==> config.mk <==
export PLATFORM = sky130hd
export DESIGN_NAME = alu_4bit_flat
export DESIGN_NICKNAME = d
export VERILOG_FILES = /design/src/rtl/alu_pkg.sv /design/src/rtl/alu_4bit_if.sv /design/src/rtl/adder_4bit.sv /design/src/rtl/alu_4bit.sv /design/src/flat_wrapper.sv
export SDC_FILE = /design/constraint.sdc
export NUM_CORES = 1
export LEC_CHECK = 0
export ABC_CLOCK_PERIOD_IN_PS = 5550
export CAP_MARGIN = 20
export CORE_MARGIN = 5
export CORE_UTILIZATION = 30
export CTS_CLUSTER_SIZE = 20
export DETAILED_ROUTE_END_ITERATION = 6
export SLEW_MARGIN = 20
export SYNTH_ARGS = -nofsm -noshare
export SYNTH_HDL_FRONTEND = slang
export SYNTH_SLANG_ARGS = --single-unit
export TNS_END_PERCENT = 30
==> constraint.sdc <==
create_clock -name clk -period 5.55 [get_ports clk]
set_input_delay 0.8325 -clock clk [delete_from_list [all_inputs] [get_ports clk]]
set_output_delay 0.8325 -clock clk [all_outputs]
set_load 0.01 [all_outputs]
==> src/rtl/alu_pkg.sv <==
// rtl/alu_pkg.sv - opcode encoding and datapath width shared by the ALU slice
package alu_pkg;

  localparam int ALU_W = 4;

  typedef enum logic [1:0] {
    ALU_ADD = 2'b00,
    ALU_SUB = 2'b01,
    ALU_AND = 2'b10,
    ALU_OR  = 2'b11
  } alu_op_e;

endpackage

==> src/rtl/alu_4bit_if.sv <==
// rtl/alu_4bit_if.sv - operand/opcode inputs and registered result/flag outputs of the ALU
interface alu_4bit_if;
  import alu_pkg::*;

  logic [ALU_W-1:0] A;
  logic [ALU_W-1:0] B;
  logic [1:0]       ALU_Sel;
  logic [ALU_W-1:0] Result;
  logic             CarryOut;
  logic             Zero;
  logic             Overflow;

  modport master (
    output A, B, ALU_Sel,
    input  Result, CarryOut, Zero, Overflow
  );

  modport slave (
    input  A, B, ALU_Sel,
    output Result, CarryOut, Zero, Overflow
  );
endinterface

==> src/rtl/adder_4bit.sv <==
// rtl/adder_4bit.sv - ripple-carry adder shared by ADD and SUB (SUB feeds ~B with cin=1)
module adder_4bit
  import alu_pkg::*;
(
  input  logic [ALU_W-1:0] a,
  input  logic [ALU_W-1:0] b,
  input  logic             cin,
  output logic [ALU_W-1:0] sum,
  output logic             cout
);

  logic [ALU_W:0] carry;

  always_comb begin
    carry    = '0;
    sum      = '0;
    carry[0] = cin;
    for (int i = 0; i < ALU_W; i++) begin
      sum[i]       = a[i] ^ b[i] ^ carry[i];
      carry[i+1]   = (a[i] & b[i]) | (carry[i] & (a[i] ^ b[i]));
    end
    cout = carry[ALU_W];
  end

endmodule

==> src/rtl/alu_4bit.sv <==
// rtl/alu_4bit.sv - registered 4-bit ALU: opcode mux, flag logic and output registers
module alu_4bit
  import alu_pkg::*;
(
  input  logic       clk,
  input  logic       rst,
  alu_4bit_if.slave  bus
);

  alu_op_e          op;
  logic             is_sub;
  logic [ALU_W-1:0] add_b;
  logic [ALU_W-1:0] add_sum;
  logic             add_cout;

  logic [ALU_W-1:0] next_result;
  logic             next_carry;
  logic             next_ovf;

  assign op     = alu_op_e'(bus.ALU_Sel);
  assign is_sub = (op == ALU_SUB);
  assign add_b  = is_sub ? ~bus.B : bus.B;

  adder_4bit u_adder (
    .a    (bus.A),
    .b    (add_b),
    .cin  (is_sub),
    .sum  (add_sum),
    .cout (add_cout)
  );

  always_comb begin
    next_result = '0;
    next_carry  = 1'b0;
    next_ovf    = 1'b0;
    case (op)
      ALU_ADD: begin
        next_result = add_sum;
        next_carry  = add_cout;
        next_ovf    = (bus.A[ALU_W-1] == bus.B[ALU_W-1]) && (add_sum[ALU_W-1] != bus.A[ALU_W-1]);
      end
      ALU_SUB: begin
        // A + ~B + 1 carries out exactly when no borrow occurred
        next_result = add_sum;
        next_carry  = ~add_cout;
        next_ovf    = (bus.A[ALU_W-1] != bus.B[ALU_W-1]) && (add_sum[ALU_W-1] != bus.A[ALU_W-1]);
      end
      ALU_AND: next_result = bus.A & bus.B;
      ALU_OR:  next_result = bus.A | bus.B;
      default: next_result = '0;
    endcase
  end

  always_ff @(posedge clk) begin
    if (rst) begin
      bus.Result   <= '0;
      bus.CarryOut <= 1'b0;
      bus.Zero     <= 1'b1;
      bus.Overflow <= 1'b0;
    end else begin
      bus.Result   <= next_result;
      bus.CarryOut <= next_carry;
      bus.Zero     <= (next_result == '0);
      bus.Overflow <= next_ovf;
    end
  end

endmodule

==> src/flat_wrapper.sv <==
// flat-port wrapper written by rule: the top's interface ports become plain ports
module alu_4bit_flat import alu_pkg::*;
  (clk, rst, bus_A, bus_B, bus_ALU_Sel, bus_Result, bus_CarryOut, bus_Zero, bus_Overflow);
  alu_4bit_if bus_i ();
  input  logic clk;
  input  logic rst;
  input wire logic [$bits(bus_i.A)-1:0] bus_A;
  input wire logic [$bits(bus_i.B)-1:0] bus_B;
  input wire logic [$bits(bus_i.ALU_Sel)-1:0] bus_ALU_Sel;
  output wire logic [$bits(bus_i.Result)-1:0] bus_Result;
  output wire logic [$bits(bus_i.CarryOut)-1:0] bus_CarryOut;
  output wire logic [$bits(bus_i.Zero)-1:0] bus_Zero;
  output wire logic [$bits(bus_i.Overflow)-1:0] bus_Overflow;
  assign bus_i.A = bus_A;
  assign bus_i.B = bus_B;
  assign bus_i.ALU_Sel = bus_ALU_Sel;
  assign bus_Result = bus_i.Result;
  assign bus_CarryOut = bus_i.CarryOut;
  assign bus_Zero = bus_i.Zero;
  assign bus_Overflow = bus_i.Overflow;
  alu_4bit u_core (.clk(clk), .rst(rst), .bus(bus_i));
endmodule
==> results.ini, run 1 <==
[run_status]
outcome=complete, no violations

[yosys]
yosys.area.top_type_share_pct=27.2
synthAdderAreaFrac_pct=21.4
muxShareOfSynthArea_pct=0
ys_types=22
yosys.area_share.simple_pct=19.2
synthXorXnorAreaFrac_pct=10.2
avgSynthCellArea_um2=9.21
synth-compound-area-share_pct=12.6
yosys.area.top_type=dfxtp_1
ys_seq_elements=7
synth.area.top_cells=dfxtp_1, fa_1, ha_1, inv_1, xnor2_1
synth_area_um2=515
synth_top_family_by_area=adder cells
postSynthCellCount=56
synth-seq-area-share_pct=27.2
syn_nets=75
ys_warn_count=0

[drt]
via_per_inst=4.52
drtIter0Drc=8
vias=420
drc=0
drtPass1Iterations=4
ant_nets=0
wirelength_um=889
wl_per_cell_um=9.56

[clock_network]
htree_levels=1
clock_sinks=7
cts_hold_buf=0
cts_buffers=3
cts_buffer_depth=2
cts_tree=done
path_clk_slew_ns=0.05
cts.repair.resized=0
post_cts_buffers=0
ctsRootBufferMaster=clkbuf_4

[power]
total_power_w=0.000156
power.density_nw_per_um2=216
sw_frac_of_total_pct=28.0
seq_power_share_pct=36.0
vdd.ir_drop.worst_v=0.0000716
clock_power_share_pct=29.5
p_comb_share_pct=34.5
p_switching_w=0.0000437
p_int_w=0.000113
p_leak_nw=0.309

[grt]
grt_busiest_layer=met2
grtUsageTotal_pct=8.12
antenna_found_initial=0
grt_pass1_vias=363
use_met1_pct=10.3
grt_pass1_wl_um=1560
grt_max_degree=13
grt_use_met2_pct=10.8
use_met3_pct=2.92
grt-ovfl-total=0

[cells_and_area]
fin_nets=96
antenna_cells=0
final_cells=93
drive_gt1_share_pct=6.58
layout_commonest_cell=clkdlybuf4s50_1
layout_common_cells=clkdlybuf4s50_1, inv_1, dfxtp_1
final_area_um2=724
syn_to_final_growth_pct=40.5

[place]
place_area_um2=698
place_ws_ns=1.77
placed_cells=89
post-dp-hpwl_um=722
routabilityCongestion=0.682
port-buffer-count=18

[sta]
period_share_pct=62.5
fmaxAchievable_mhz=289
slew_violations=0
rsz0062_at_grt=false
fin_tns_setup_ns=0
relSlewSlack_pct=72.5
finalHoldViolations=0
final.setup.worst_slack_ns=2.08
period_minus_slack_ns=3.47
worst_pin_slew_ns=0.411
setup_viol=0

[worst_setup_path]
path_max_fanout=12
cp_num_buf_inv=2
crit_slowest_cell=clkdlybuf4s50_1
critical_path_required_ns=5.71
max_stage_delay_ns=0.72
crit_top_cell=fa_1
critPathCaptureType=register
critPathTopFamily=adder cells
critPathLaunch=bus_ALU_Sel[0]
cp-start-kind=input port
arrival_ns=3.63
path_class=input port to register
crit_chain=clkdlybuf4s50_1 > nand2b_1 > o21ai_0 > fa_1 > inv_1 > fa_1 > fa_1 > nor2b_1 > a31oi_1 > o41ai_2

[hold_path]
hp-class=input port to register
whs_path_depth=2
hold_start=rst
holdPathEnd=u_core.bus.CarryOut

[die]
rows=15
core_area_um2=1670
dieArea_um2=2650
io_pins=19
fp.dieH_um=51.5
start_util_pct=30.9
die_w_um=51.5

[job]
drv_cap=0

-- state kept, by name, indices dropped and copies added, names as in the netlist --
| name | count |
|---|---|
| u_core.bus.Overflow | 1 |
| u_core.bus.Result | 4 |
| u_core.bus.CarryOut | 1 |
| u_core.bus.Zero | 1 |
-- cell usage after synthesis, drive strengths merged --
library cell and number:
ha 4, nor2b 3, and2 4, or2b 1, xnor2 3, inv 8
xor2 3, nand2 2, a21oi 1, o41ai 1, nand2b 4, o21ai 3
dfxtp 7, nor2 1, o22ai 1, nor3 1, a31oi 3, buf 2
nor4 1, fa 3
-- metal layers --
| metal | wire, um | vias up |
|---|---|---|
| met1 | 405 | 181 |
| met4 | 34 | 0 |
| met3 | 77 | 4 |
| met5 | 0 | - |
| met2 | 371 | 14 |
| li1 | - | 221 |
-- how the worst max path moves through the flow --
stage,slack (ns),end,cells after the start
after floorplan,2.55,u_core.bus.Zero,10
after global placement,1.83,u_core.bus.Zero,10
after detailed placement,1.77,u_core.bus.Zero,10
after CTS,2.03,u_core.bus.Zero,10
after global routing,1.85,u_core.bus.Zero,10
final,2.08,u_core.bus.Zero,10
-- layout make-up --
type / count / area, um2
clock buffers: 4 / 26.3
fillers: 160 / 946
well taps: 17 / 21.3
flip-flops and latches: 7 / 140
multi-input cells: 39 / 327
inverters: 8 / 30.0
repair buffers: 18 / 180
-- power by group through the flow --
stage / clock network [W] / registers, W / logic (W)
after floorplan: 0 / 0.0000600 / 0.0000292
after global placement: 0 / 0.0000572 / 0.0000538
after detailed placement: 0 / 0.0000572 / 0.0000545
after CTS: 0.0000474 / 0.0000562 / 0.0000547
after global routing: 0.0000522 / 0.0000568 / 0.0000604
final: 0.0000462 / 0.0000562 / 0.0000539
-- logic make-up after synthesis --
group / Yosys count
AO/OA/AOI/OAI: 9
XOR/XNOR: 6
adder cells (fa/ha/maj): 7
buffers and inverters: 10
flip-flops: 7
AND/OR/NAND/NOR: 17
-- metrics by stage --
stage               hold slack, ns  util [%]
finish                        1.20      43.4
floorplan                    0.909         -
global route                  1.21      43.4
detailed placement            1.45      41.8
global placement              1.46      41.8
CTS                           1.20      43.4
(Power assumes the default switching activity.)
==> run 2, diff against run 1 <==
ABC_CLOCK_PERIOD_IN_PS = 3490   (was 5550)
clock period = 3.49 ns   (was 5.55 ns; I/O delays follow)
==> results.ini, run 2 (synthesis results as in run 1) <==
[sta]
rsz0062_at_grt=false  ; unchanged
period_minus_slack_ns=3.02
finalHoldViolations=0  ; unchanged
setup_viol=0  ; unchanged
slew_violations=0  ; unchanged
relSlewSlack_pct=82.5  ; was 72.5%
period_share_pct=86.4
worst_pin_slew_ns=0.262  ; was 0.411 ns
fmaxAchievable_mhz=332
fin_tns_setup_ns=0  ; unchanged

[worst_setup_path]
crit_slowest_cell=clkdlybuf4s50_1  ; unchanged
path_max_fanout=7  ; was 12
max_stage_delay_ns=0.60  ; was 0.72 ns
arrival_ns=3.17  ; was 3.63 ns
cp-start-kind=input port  ; unchanged
path_class=input port to register  ; unchanged
critPathCaptureType=register  ; unchanged
crit_chain=clkdlybuf4s50_1 > nand2b_1 > o21ai_0 > fa_1 > inv_1 > fa_1 > fa_1 > nor2b_1 > a31oi_1 > o41ai_2  ; unchanged
crit_top_cell=fa_1  ; unchanged
critical_path_required_ns=3.64  ; was 5.71 ns

[power]
seq_power_share_pct=35.8  ; was 36.0%
total_power_w=0.000250  ; was 0.000156 W
clock_power_share_pct=29.1  ; was 29.5%
power.density_nw_per_um2=338  ; was 216 nW/um2
sw_frac_of_total_pct=27.6  ; was 28.0%
p_leak_nw=0.319  ; was 0.309 nW
vdd.ir_drop.worst_v=0.000114  ; was 0.0000716 V
p_switching_w=0.0000690  ; was 0.0000437 W
p_comb_share_pct=35.1  ; was 34.5%
p_int_w=0.000181  ; was 0.000113 W

[clock_network]
cts_buffers=3  ; unchanged
post_cts_buffers=0  ; unchanged
path_clk_slew_ns=0.05  ; about the same
cts_hold_buf=0  ; unchanged
ctsRootBufferMaster=clkbuf_4  ; unchanged
cts_buffer_depth=2  ; unchanged
htree_levels=1  ; unchanged
cts.repair.resized=0  ; unchanged
cts_tree=done  ; unchanged
clock_sinks=7  ; unchanged

[cells_and_area]
syn_to_final_growth_pct=43.4  ; was 40.5%
largest_reg_flops=4  ; unchanged
final_area_um2=739  ; was 724 um2
layout_commonest_cell=clkdlybuf4s50_1  ; unchanged
top_register=u_core.bus.Result  ; unchanged
antenna_cells=0  ; unchanged
layout_common_cells=clkdlybuf4s50_1, inv_1, dfxtp_1  ; unchanged
fin_nets=98  ; was 96
final_cells=95  ; was 93
drive_gt1_share_pct=8.97  ; was 6.58%

[die]
fp.dieH_um=51.5  ; unchanged
start_util_pct=30.9  ; unchanged
dieArea_um2=2650  ; unchanged
core_area_um2=1670  ; unchanged
io_pins=19  ; unchanged
rows=15  ; unchanged
die_w_um=51.5  ; unchanged

[grt]
grt_pass1_vias=399  ; was 363
grt-ovfl-total=0  ; unchanged
antenna_found_initial=0  ; unchanged
grt_pass1_wl_um=1710  ; was 1560 um
grt_max_degree=12  ; was 13
grtUsageTotal_pct=9.22  ; was 8.12%

[place]
place_area_um2=713  ; was 698 um2
routabilityCongestion=0.680  ; was 0.682
port-buffer-count=18  ; unchanged
post-dp-hpwl_um=802  ; was 722 um
placed_cells=91  ; was 89

[job]
drv_cap=0  ; unchanged

[hold_path]
whs_path_depth=2  ; unchanged
hold_start=rst  ; unchanged
holdPathEnd=u_core.bus.CarryOut  ; unchanged
hp-class=input port to register  ; unchanged

[drt]
drtIter0Drc=2  ; was 8
drc=0  ; unchanged
wirelength_um=934  ; was 889 um
ant_nets=0  ; unchanged
vias=430  ; was 420
via_per_inst=4.53  ; was 4.52
wl_per_cell_um=9.83  ; was 9.56 um
drtPass1Iterations=2  ; was 4

[run_status]
outcome=complete, no violations  ; unchanged

-- run 2: changes by cell type in the layout (fill, tap and decap cells not counted) --
cell	before	now
buf_4	0	2
-- run 2: area by class of cell --
type                            count  area (um2)
Fill cell                         158         931
Tap cell                           17        21.3
Sequential cell                     7         140
Clock buffer                        4        26.3
Inverter                            8        30.0
Timing Repair Buffer               20         195
Multi-Input combinational cell     39         327
-- run 2: metrics by stage --
stage | setup WS, ns | hold slack (ns) | util (%)
after floorplan | 0.794 | 0.600 | -
after global placement | 0.237 | 1.15 | 42.7
after detailed placement | 0.196 | 1.15 | 42.7
after CTS | 0.428 | 0.885 | 44.3
after global routing | 0.274 | 0.895 | 44.3
final | 0.475 | 0.891 | 44.3
-- run 2: critical path, delay by kind of cell --
family | cells | cell delay, ns
AO/OA/AOI/OAI | 3 | 0.62
adder cells (fa/ha/maj) | 3 | 1.10
buffers and inverters | 2 | 0.65
AND/OR/NAND/NOR | 2 | 0.26
-- run 2: layer usage --
metal | vias to the layer above | GRT usage [%] | share of wire [%]
li1 | 223 | - | -
met1 | 187 | 10.3 | 44
met2 | 15 | 13.1 | 43
met3 | 5 | 4.08 | 8.2
met4 | 0 | 7.86 | 4.3
met5 | - | 0 | 0
-- run 2: worst max-delay path by stage --
stage / from / to / slack [ns] / cells after the start
floorplan: bus_ALU_Sel[1] / u_core.bus.Zero / 0.79 / 10
global placement: bus_ALU_Sel[0] / u_core.bus.Zero / 0.24 / 10
detailed placement: bus_ALU_Sel[0] / u_core.bus.Zero / 0.20 / 10
CTS: bus_ALU_Sel[0] / u_core.bus.Zero / 0.43 / 10
global route: bus_ALU_Sel[0] / u_core.bus.Zero / 0.27 / 10
finish: bus_ALU_Sel[0] / u_core.bus.Zero / 0.47 / 10
-- run 2: power groups by stage --
| stage | registers [W] | clock network, W | logic (W) |
|---|---|---|---|
| floorplan | 0.0000954 | 0 | 0.0000464 |
| global placement | 0.0000911 | 0 | 0.0000889 |
| detailed placement | 0.0000910 | 0 | 0.0000895 |
| CTS | 0.0000895 | 0.0000758 | 0.0000898 |
| global route | 0.0000902 | 0.0000841 | 0.0000982 |
| finish | 0.0000894 | 0.0000727 | 0.0000877 |
==> run 3, diff against run 2 <==
--- a/config.mk
+++ b/config.mk
@@ -10,6 +10,8 @@
 export CORE_MARGIN = 5
 export CORE_UTILIZATION = 30
+export CTS_CLUSTER_DIAMETER = 50
 export CTS_CLUSTER_SIZE = 20
 export DETAILED_ROUTE_END_ITERATION = 6
+export PLACE_DENSITY = 0.55
 export SLEW_MARGIN = 20
 export SYNTH_ARGS = -nofsm -noshare
==> constraint.sdc (replaced) <==
create_clock -name clk -period 3.49 [get_ports clk]
set_input_delay 0.8725 -clock clk [delete_from_list [all_inputs] [get_ports clk]]
set_output_delay 0.8725 -clock clk [all_outputs]
set_load 0.01 [all_outputs]
==> results.ini, run 3 (synthesis results as in run 1) <==
[run_status]
outcome=complete, no violations  ; unchanged

[cells_and_area]
register_area_um2=140  ; unchanged
final_area_um2=747  ; was 739 um2
final_cells=96  ; was 95
largest_reg_flops=4  ; unchanged
drive_gt1_share_pct=10.1  ; was 8.97%
antenna_cells=0  ; unchanged
top_register=u_core.bus.Result  ; unchanged
multi_input_area_um2=327  ; unchanged
syn_to_final_growth_pct=44.9  ; was 43.4%
fill_cells=164  ; was 158
layout_common_cells=clkdlybuf4s50_1, inv_1, dfxtp_1  ; unchanged
layout_commonest_cell=clkdlybuf4s50_1  ; unchanged
fin_nets=99  ; was 98

[clock_network]
cts_buffers=3  ; unchanged
cts_tree=done  ; unchanged
ctsRootBufferMaster=clkbuf_4  ; unchanged
cts.repair.resized=0  ; unchanged
cts_hold_buf=0  ; unchanged
post_cts_buffers=0  ; unchanged
cts_buffer_depth=2  ; unchanged
path_clk_slew_ns=0.05  ; about the same
clock_sinks=7  ; unchanged
htree_levels=1  ; unchanged

[power]
seq_power_share_pct=35.0  ; was 35.8%
p_comb_share_pct=36.4  ; was 35.1%
clock_power_share_pct=28.6  ; was 29.1%
sw_frac_of_total_pct=27.8  ; was 27.6%
power.density_nw_per_um2=342  ; was 338 nW/um2
p_switching_w=0.0000710  ; was 0.0000690 W
p_int_w=0.000184  ; was 0.000181 W
vdd.ir_drop.worst_v=0.000120  ; was 0.000114 V
p_leak_nw=0.324  ; was 0.319 nW

[drt]
drtIter0Drc=5  ; was 2
via_per_inst=4.42  ; was 4.53
vias=424  ; was 430
wl_per_cell_um=10.2  ; was 9.83 um
drtPass1Iterations=2  ; unchanged
ant_nets=0  ; unchanged
wirelength_um=980  ; was 934 um
drc=0  ; unchanged

[hold_path]
holdPathEnd=u_core.bus.CarryOut  ; unchanged
hold_start=rst  ; unchanged
hp-class=input port to register  ; unchanged
whs_path_depth=2  ; unchanged

[grt]
grt-ovfl-total=0  ; unchanged
grtUsageTotal_pct=8.73  ; was 9.22%
grt_pass1_vias=406  ; was 399
antenna_found_initial=0  ; unchanged
grt_pass1_wl_um=1630  ; was 1710 um
grt_max_degree=12  ; unchanged

[sta]
slew_violations=0  ; unchanged
period_minus_slack_ns=3.22  ; was 3.02 ns
setup_viol=0  ; unchanged
rsz0062_at_grt=false  ; unchanged
fmaxAchievable_mhz=310  ; was 332 MHz
finalHoldViolations=0  ; unchanged
period_share_pct=92.3  ; was 86.4%
relSlewSlack_pct=81.6  ; was 82.5%
worst_pin_slew_ns=0.274  ; was 0.262 ns
fin_tns_setup_ns=0  ; unchanged
hold_slack_ns=1.23  ; was 0.891 ns

[die]
rows=15  ; unchanged
dieArea_um2=2650  ; unchanged
core_area_um2=1670  ; unchanged
io_pins=19  ; unchanged
start_util_pct=30.9  ; unchanged
die_w_um=51.5  ; unchanged
fp.dieH_um=51.5  ; unchanged

[place]
placed_cells=92  ; was 91
place_area_um2=721  ; was 713 um2
port-buffer-count=18  ; unchanged
post-dp-hpwl_um=838  ; was 802 um
routabilityCongestion=0.693  ; was 0.680

[worst_setup_path]
arrival_ns=3.39  ; was 3.17 ns
critPathCaptureType=register  ; unchanged
path_max_fanout=11  ; was 7
cp-start-kind=input port  ; unchanged
critical_path_required_ns=3.65  ; was 3.64 ns
path_class=input port to register  ; unchanged

[job]
drv_cap=0  ; unchanged

[run 3: power by group through the flow]
| stage | Combinational [W] | Clock, W | Sequential (W) |
|---|---|---|---|
| final | 0.0000930 | 0.0000731 | 0.0000892 |
| after global routing | 0.000104 | 0.0000823 | 0.0000899 |
| after CTS | 0.0000944 | 0.0000736 | 0.0000892 |
| after detailed placement | 0.0000941 | 0 | 0.0000908 |
| after global placement | 0.0000935 | 0 | 0.0000910 |
| after floorplan | 0.0000464 | 0 | 0.0000954 |
[run 3: how the worst max path moves through the flow]
stage / start / to / cells past startpoint
after global routing: bus_ALU_Sel[0] / u_core.bus.Zero / 9
final: bus_ALU_Sel[0] / u_core.bus.Zero / 9
after global placement: bus_ALU_Sel[0] / u_core.bus.Zero / 9
after detailed placement: bus_ALU_Sel[0] / u_core.bus.Zero / 9
after CTS: bus_ALU_Sel[0] / u_core.bus.Zero / 9
after floorplan: bus_ALU_Sel[1] / u_core.bus.Zero / 10
[run 3: stage by stage]
| stage | util [%] | total power (W) | worst slack [ns] |
|---|---|---|---|
| 2_1_floorplan | - | 0.000142 | 0.445 |
| 3_3_place_gp | 43.1 | 0.000184 | -0.00613 |
| 3_5_place_dp | 43.1 | 0.000185 | -0.00622 |
| 4_1_cts | 44.7 | 0.000257 | 0.227 |
| 5_1_grt | 44.7 | 0.000277 | 0.0852 |
| 6_report | 44.7 | 0.000255 | 0.267 |
[run 3: layout make-up]
cell class	count	share of cell area, %
Inverter	8	4.02
Tap cell	17	2.85
Timing Repair Buffer	21	27.1
Multi-Input combinational cell	39	43.7
Clock buffer	4	3.52
Sequential cell	7	18.8
[run 3: routing by layer]
metal,global-route usage [%],wire length (um),up-vias
li1,-,-,223
met1,8.87,393,181
met2,14.2,477,14
met3,1.75,77,6
met4,9.17,31,0
met5,0,0,-
[run 3: critical path: stages]
cell and delay (ns):
clkdlybuf4s50_1 0.49, buf_4 0.18, nor2b_1 0.24, xnor2_1 0.12, fa_1 0.43, fa_1 0.52
nor2b_1 0.13, a31oi_1 0.07, o41ai_2 0.34
==> edit 1 (flow settings as in run 2) <==
The package constant `ALU_W` goes from 4 to 3.
--- a/src/rtl/alu_pkg.sv
+++ b/src/rtl/alu_pkg.sv
@@ -2,5 +2,5 @@
 package alu_pkg;
 
-  localparam int ALU_W = 4;
+  localparam int ALU_W = 3;
 
   typedef enum logic [1:0] {
Ports: changed (resized bus_A, bus_B and bus_Result); port bits go from 19 to 16. The function was not compared with the original's and may differ.
==> edit 1 against run 2 <==
Design area decreased by 19%; highest routed layer is now met3; cell count decreased by 22%; setup slack improved by 0.31 ns; hold slack improved by 0.085 ns; total power decreased by 16%; die area decreased by 16%; critical endpoint is now u_core.bus.Overflow; wire length decreased by 26%; first-iteration DRC count decreased by 50%; area after synthesis decreased by 19%; sequential cell count decreased by 1; maximum frequency increased by 11%.
==> edit 1: results <==
group,metric,value,unit
outcome,status,"finished clean",
grt,antenna_found_initial,0,
worst_setup_path,crit_fanout,9,
clocking,cts_tree,"built",
drt,via_per_inst,4.51,
synth,synthTopCellsByArea,"dfxtp_1 (29%), ha_1 (12%), fa_1 (9.6%)",
place,hpwl,635,microns
drt,firstDrtPassIters,3,
finish,drive_above_1_share,8.47,%
grt,grt_pass1_vias,309,
clocking,ctsLongestPathBuffers,2,
finish,largest_register_ff_count,3,
place,io_buffers,15,
hold_path,whs_path_depth,3,
timing,tightest_slew,0.328,ns
grt,grt_use_total,7.88,%
synth,synth.yosys.warnings,0,
synth,synth_top_area_share,28.8,%
clocking,root_buffer,"clkbuf_4",
clocking,postCtsSetupBuffers,0,
finish,nets,77,
synth,async_reset_ff_share,0,%
pwr,ir_drop,0.120,mV
finish,top_register,"u_core.bus.Result",
clocking,postCtsResizedCells,0,
synth,ys_seq_area_share,28.8,%
drt,drc_errors,0,
synth,ys_types,19,
finish,antenna_cells,0,
grt,grt_max_degree,10,
pwr,p_leak,0.255,nW
grt,grt_pass1_wl,1.19,mm
clocking,cts_made_buffers,3,
place,dpl_cell_area,574,sq um
clocking,h-tree-depth,1,
synth,netlist_top_cells_count,"dfxtp_1 (6), inv_1 (6), ha_1 (4), xnor2_1 (4), nand2b_1 (3)",
hold_path,hold_path_class,"input port to register",
drt,wl_per_cell,9.36,microns
drt,drt-initial-drc-count,1,
clocking,path_clk_slew,0.04,ns
finish,fillCellCount,139,
synth,syn_nets,58,
worst_setup_path,crit_arrival,2.84,ns
place,gp_congestion,0.756,
edit 1: logic make-up after synthesis:
logic type | share of synthesized area [%]
AND/OR/NAND/NOR | 17.4
buffers and inverters | 8.11
adder cells (fa/ha/maj) | 21.6
flip-flops | 28.8
XOR/XNOR | 10.5
AO/OA/AOI/OAI | 11.1
multiplexers | 2.40
edit 1: final cells by class:
class	count	area share, %
Clock buffer	3	3.77
Multi-Input combinational cell	29	44.0
Inverter	6	3.77
Timing Repair Buffer	15	25.2
Sequential cell	6	20.1
Tap cell	15	3.14
edit 1: critical path, cell delays in order:
cell and delay, ns:
clkdlybuf4s50_1 0.56, and2b_1 0.28, xnor2_1 0.15, fa_1 0.38, inv_1 0.09, fa_1 0.44, xnor2_1 0.15, nor4_1 0.25
edit 1: path summary, 6_finish.rpt:
path	from	to	slack (ns)
hold / removal	bus_A[1]	u_core.bus.Result[1]	0.98
setup / recovery	bus_ALU_Sel[0]	u_core.bus.Overflow	0.78
edit 1: layer usage:
layer	vias up	track usage [%]	share of wire [%]
met1	149	8.88	40
li1	174	-	-
met3	0	3.45	8.9
met4	0	6.63	0
met5	-	0	0
met2	11	11.2	51
edit 1: through the flow:
step / power (mW) / setup WS [ns] / utilization, % / cells / hold slack, ns
2_1_floorplan: 0.119 / 1.24 / - / 42 / 0.600
3_3_place_gp: 0.150 / 0.570 / 44.1 / 71 / 1.21
3_5_place_dp: 0.151 / 0.542 / 44.1 / 71 / 1.23
4_1_cts: 0.212 / 0.789 / 45.9 / 74 / 0.977
5_1_grt: 0.223 / 0.646 / 45.9 / 74 / 1.02
6_report: 0.209 / 0.781 / 45.9 / 74 / 0.977
edit 1: power by group:
| part | switching (mW) | internal (mW) |
|---|---|---|
| clock network | 0.0214 | 0.0387 |
| registers | 0.00170 | 0.0765 |
| logic | 0.0298 | 0.0408 |
==> edit 2 (settings of run 2) <==
Without the edit above. Reset style: asynchronous (`rst`), changed in one clocked block.
--- a/src/rtl/alu_4bit.sv
+++ b/src/rtl/alu_4bit.sv
@@ -52,5 +52,5 @@
   end
 
-  always_ff @(posedge clk) begin
+  always_ff @(posedge clk or posedge rst) begin
     if (rst) begin
       bus.Result   <= '0;
Formal check against the unedited RTL: differs if rst is asserted again (counterexample within 4 cycles, from zero or initial values and one cycle with rst high); with rst held inactive, the same outputs for 10 cycles.
==> edit 2 against run 2 <==
Count of clock-buffer cells in the layout unchanged; design area increased by 1.2%; first-iteration DRC count increased by 100%; largest power group unchanged; total power increased by 3.8%; sequential power increased by 6.4%; die area increased by 0.99%; wire length decreased by 2.8%; via count decreased by 5.6%; area after synthesis increased by 1.2%; setup slack improved by 0.077 ns; highest routed layer unchanged; sequential cell count unchanged.
==> edit 2: results <==
group,metric,value,unit
outcome,status,"finished clean",
pwr,p_leak,0.334,nW
worst_setup_path,crit_end,"u_core.bus.Zero",
clocking,ctsLongestPathBuffers,2,
worst_setup_path,cpPeakStageDelay,0.53,ns
synth,ys_types,23,
timing,period_share,84.2,%
worst_setup_path,cp_slowest_cell,"fa_1",
synth,netlist_top_cells_count,"inv_1 (8), dfrtp_1 (6), ha_1 (4), nor2b_1 (4)",
pwr,ir_drop,0.101,mV
drt,via_per_inst,4.46,
finish,fin_cells,91,
finish,top_register,"u_core.bus.Result",
place,gp_congestion,0.640,
synth,ys_seq_area_share,33.8,%
synth,synthTopCellsByArea,"dfrtp_1 (29%), fa_1 (12%), ha_1 (9.6%)",
place,hpwl,818,microns
synth,synthFlopType,"dfrtp_1",
synth,syn-instance-count,52,
finish,nets,94,
grt,grt_use_total,7.80,%
hold_path,hold_path_class,"input port to async pin",
timing,maxSlewHeadroom,82.4,%
grt,grt_pass1_vias,405,
place,dp_slack,0.307,ns
pwr,switching_share,27.0,%
worst_setup_path,crit_fanout,2,
worst_setup_path,crit_arrival,3.09,ns
synth,syn_nets,71,
drt,firstDrtPassIters,4,
grt,grt_pass1_wl,1.55,mm
-- edit 2: changes by cell type in the layout (fill, tap and decap cells not counted), moves of 3 or more --
cell and change:
dfxtp_1 -7, dfrtp_1 +6, and2_1 -4, nand2b_1 -3
-- edit 2: cell type report --
type | instances | area, sq um
flip-flops and latches | 7 | 176
repair buffers | 20 | 195
well taps | 17 | 21.3
fillers | 169 | 941
multi-input cells | 35 | 299
clock buffers | 4 | 26.3
inverters | 8 | 30.0
-- edit 2: worst max-delay path: cells and delay by family --
| family | cells | cell delay [ns] |
|---|---|---|
| adder cells (fa/ha/maj) | 3 | 1.12 |
| AND/OR/NAND/NOR | 3 | 0.64 |
| buffers and inverters | 2 | 0.52 |
| AO/OA/AOI/OAI | 2 | 0.29 |
-- edit 2: power groups by stage --
stage / clock network [mW] / logic [mW] / registers [mW]
2_1_floorplan: 0 / 0.0448 / 0.103
4_1_cts: 0.0705 / 0.0971 / 0.0953
6_report: 0.0692 / 0.0950 / 0.0951
3_5_place_dp: 0 / 0.0968 / 0.0966
3_3_place_gp: 0 / 0.0952 / 0.0961
5_1_grt: 0.0771 / 0.106 / 0.0964
-- edit 2: metal layers --
layer	share of wire, %	GRT usage, %
met2	52	13.3
met4	0.44	5.24
met5	0	0
met1	40	8.38
met3	8.3	2.01
-- edit 2: logic make-up after synthesis --
group                      share of synthesized area (%)
buffers and inverters                               8.87
xor gates and xnor gates                            10.1
AOI/OAI and AO/OA                                   9.83
and+or+nand+nor                                     16.3
DFF                                                 33.8
adders and majority gates                           21.1
-- edit 2: metrics by stage --
stage | instance area [sq um] | hold WS, ns
6_report | 748 | 0.504
5_1_grt | 748 | 0.522
4_1_cts | 748 | 0.517
3_5_place_dp | 722 | 0.775
3_3_place_gp | 722 | 0.760
2_1_floorplan | 522 | 0.326
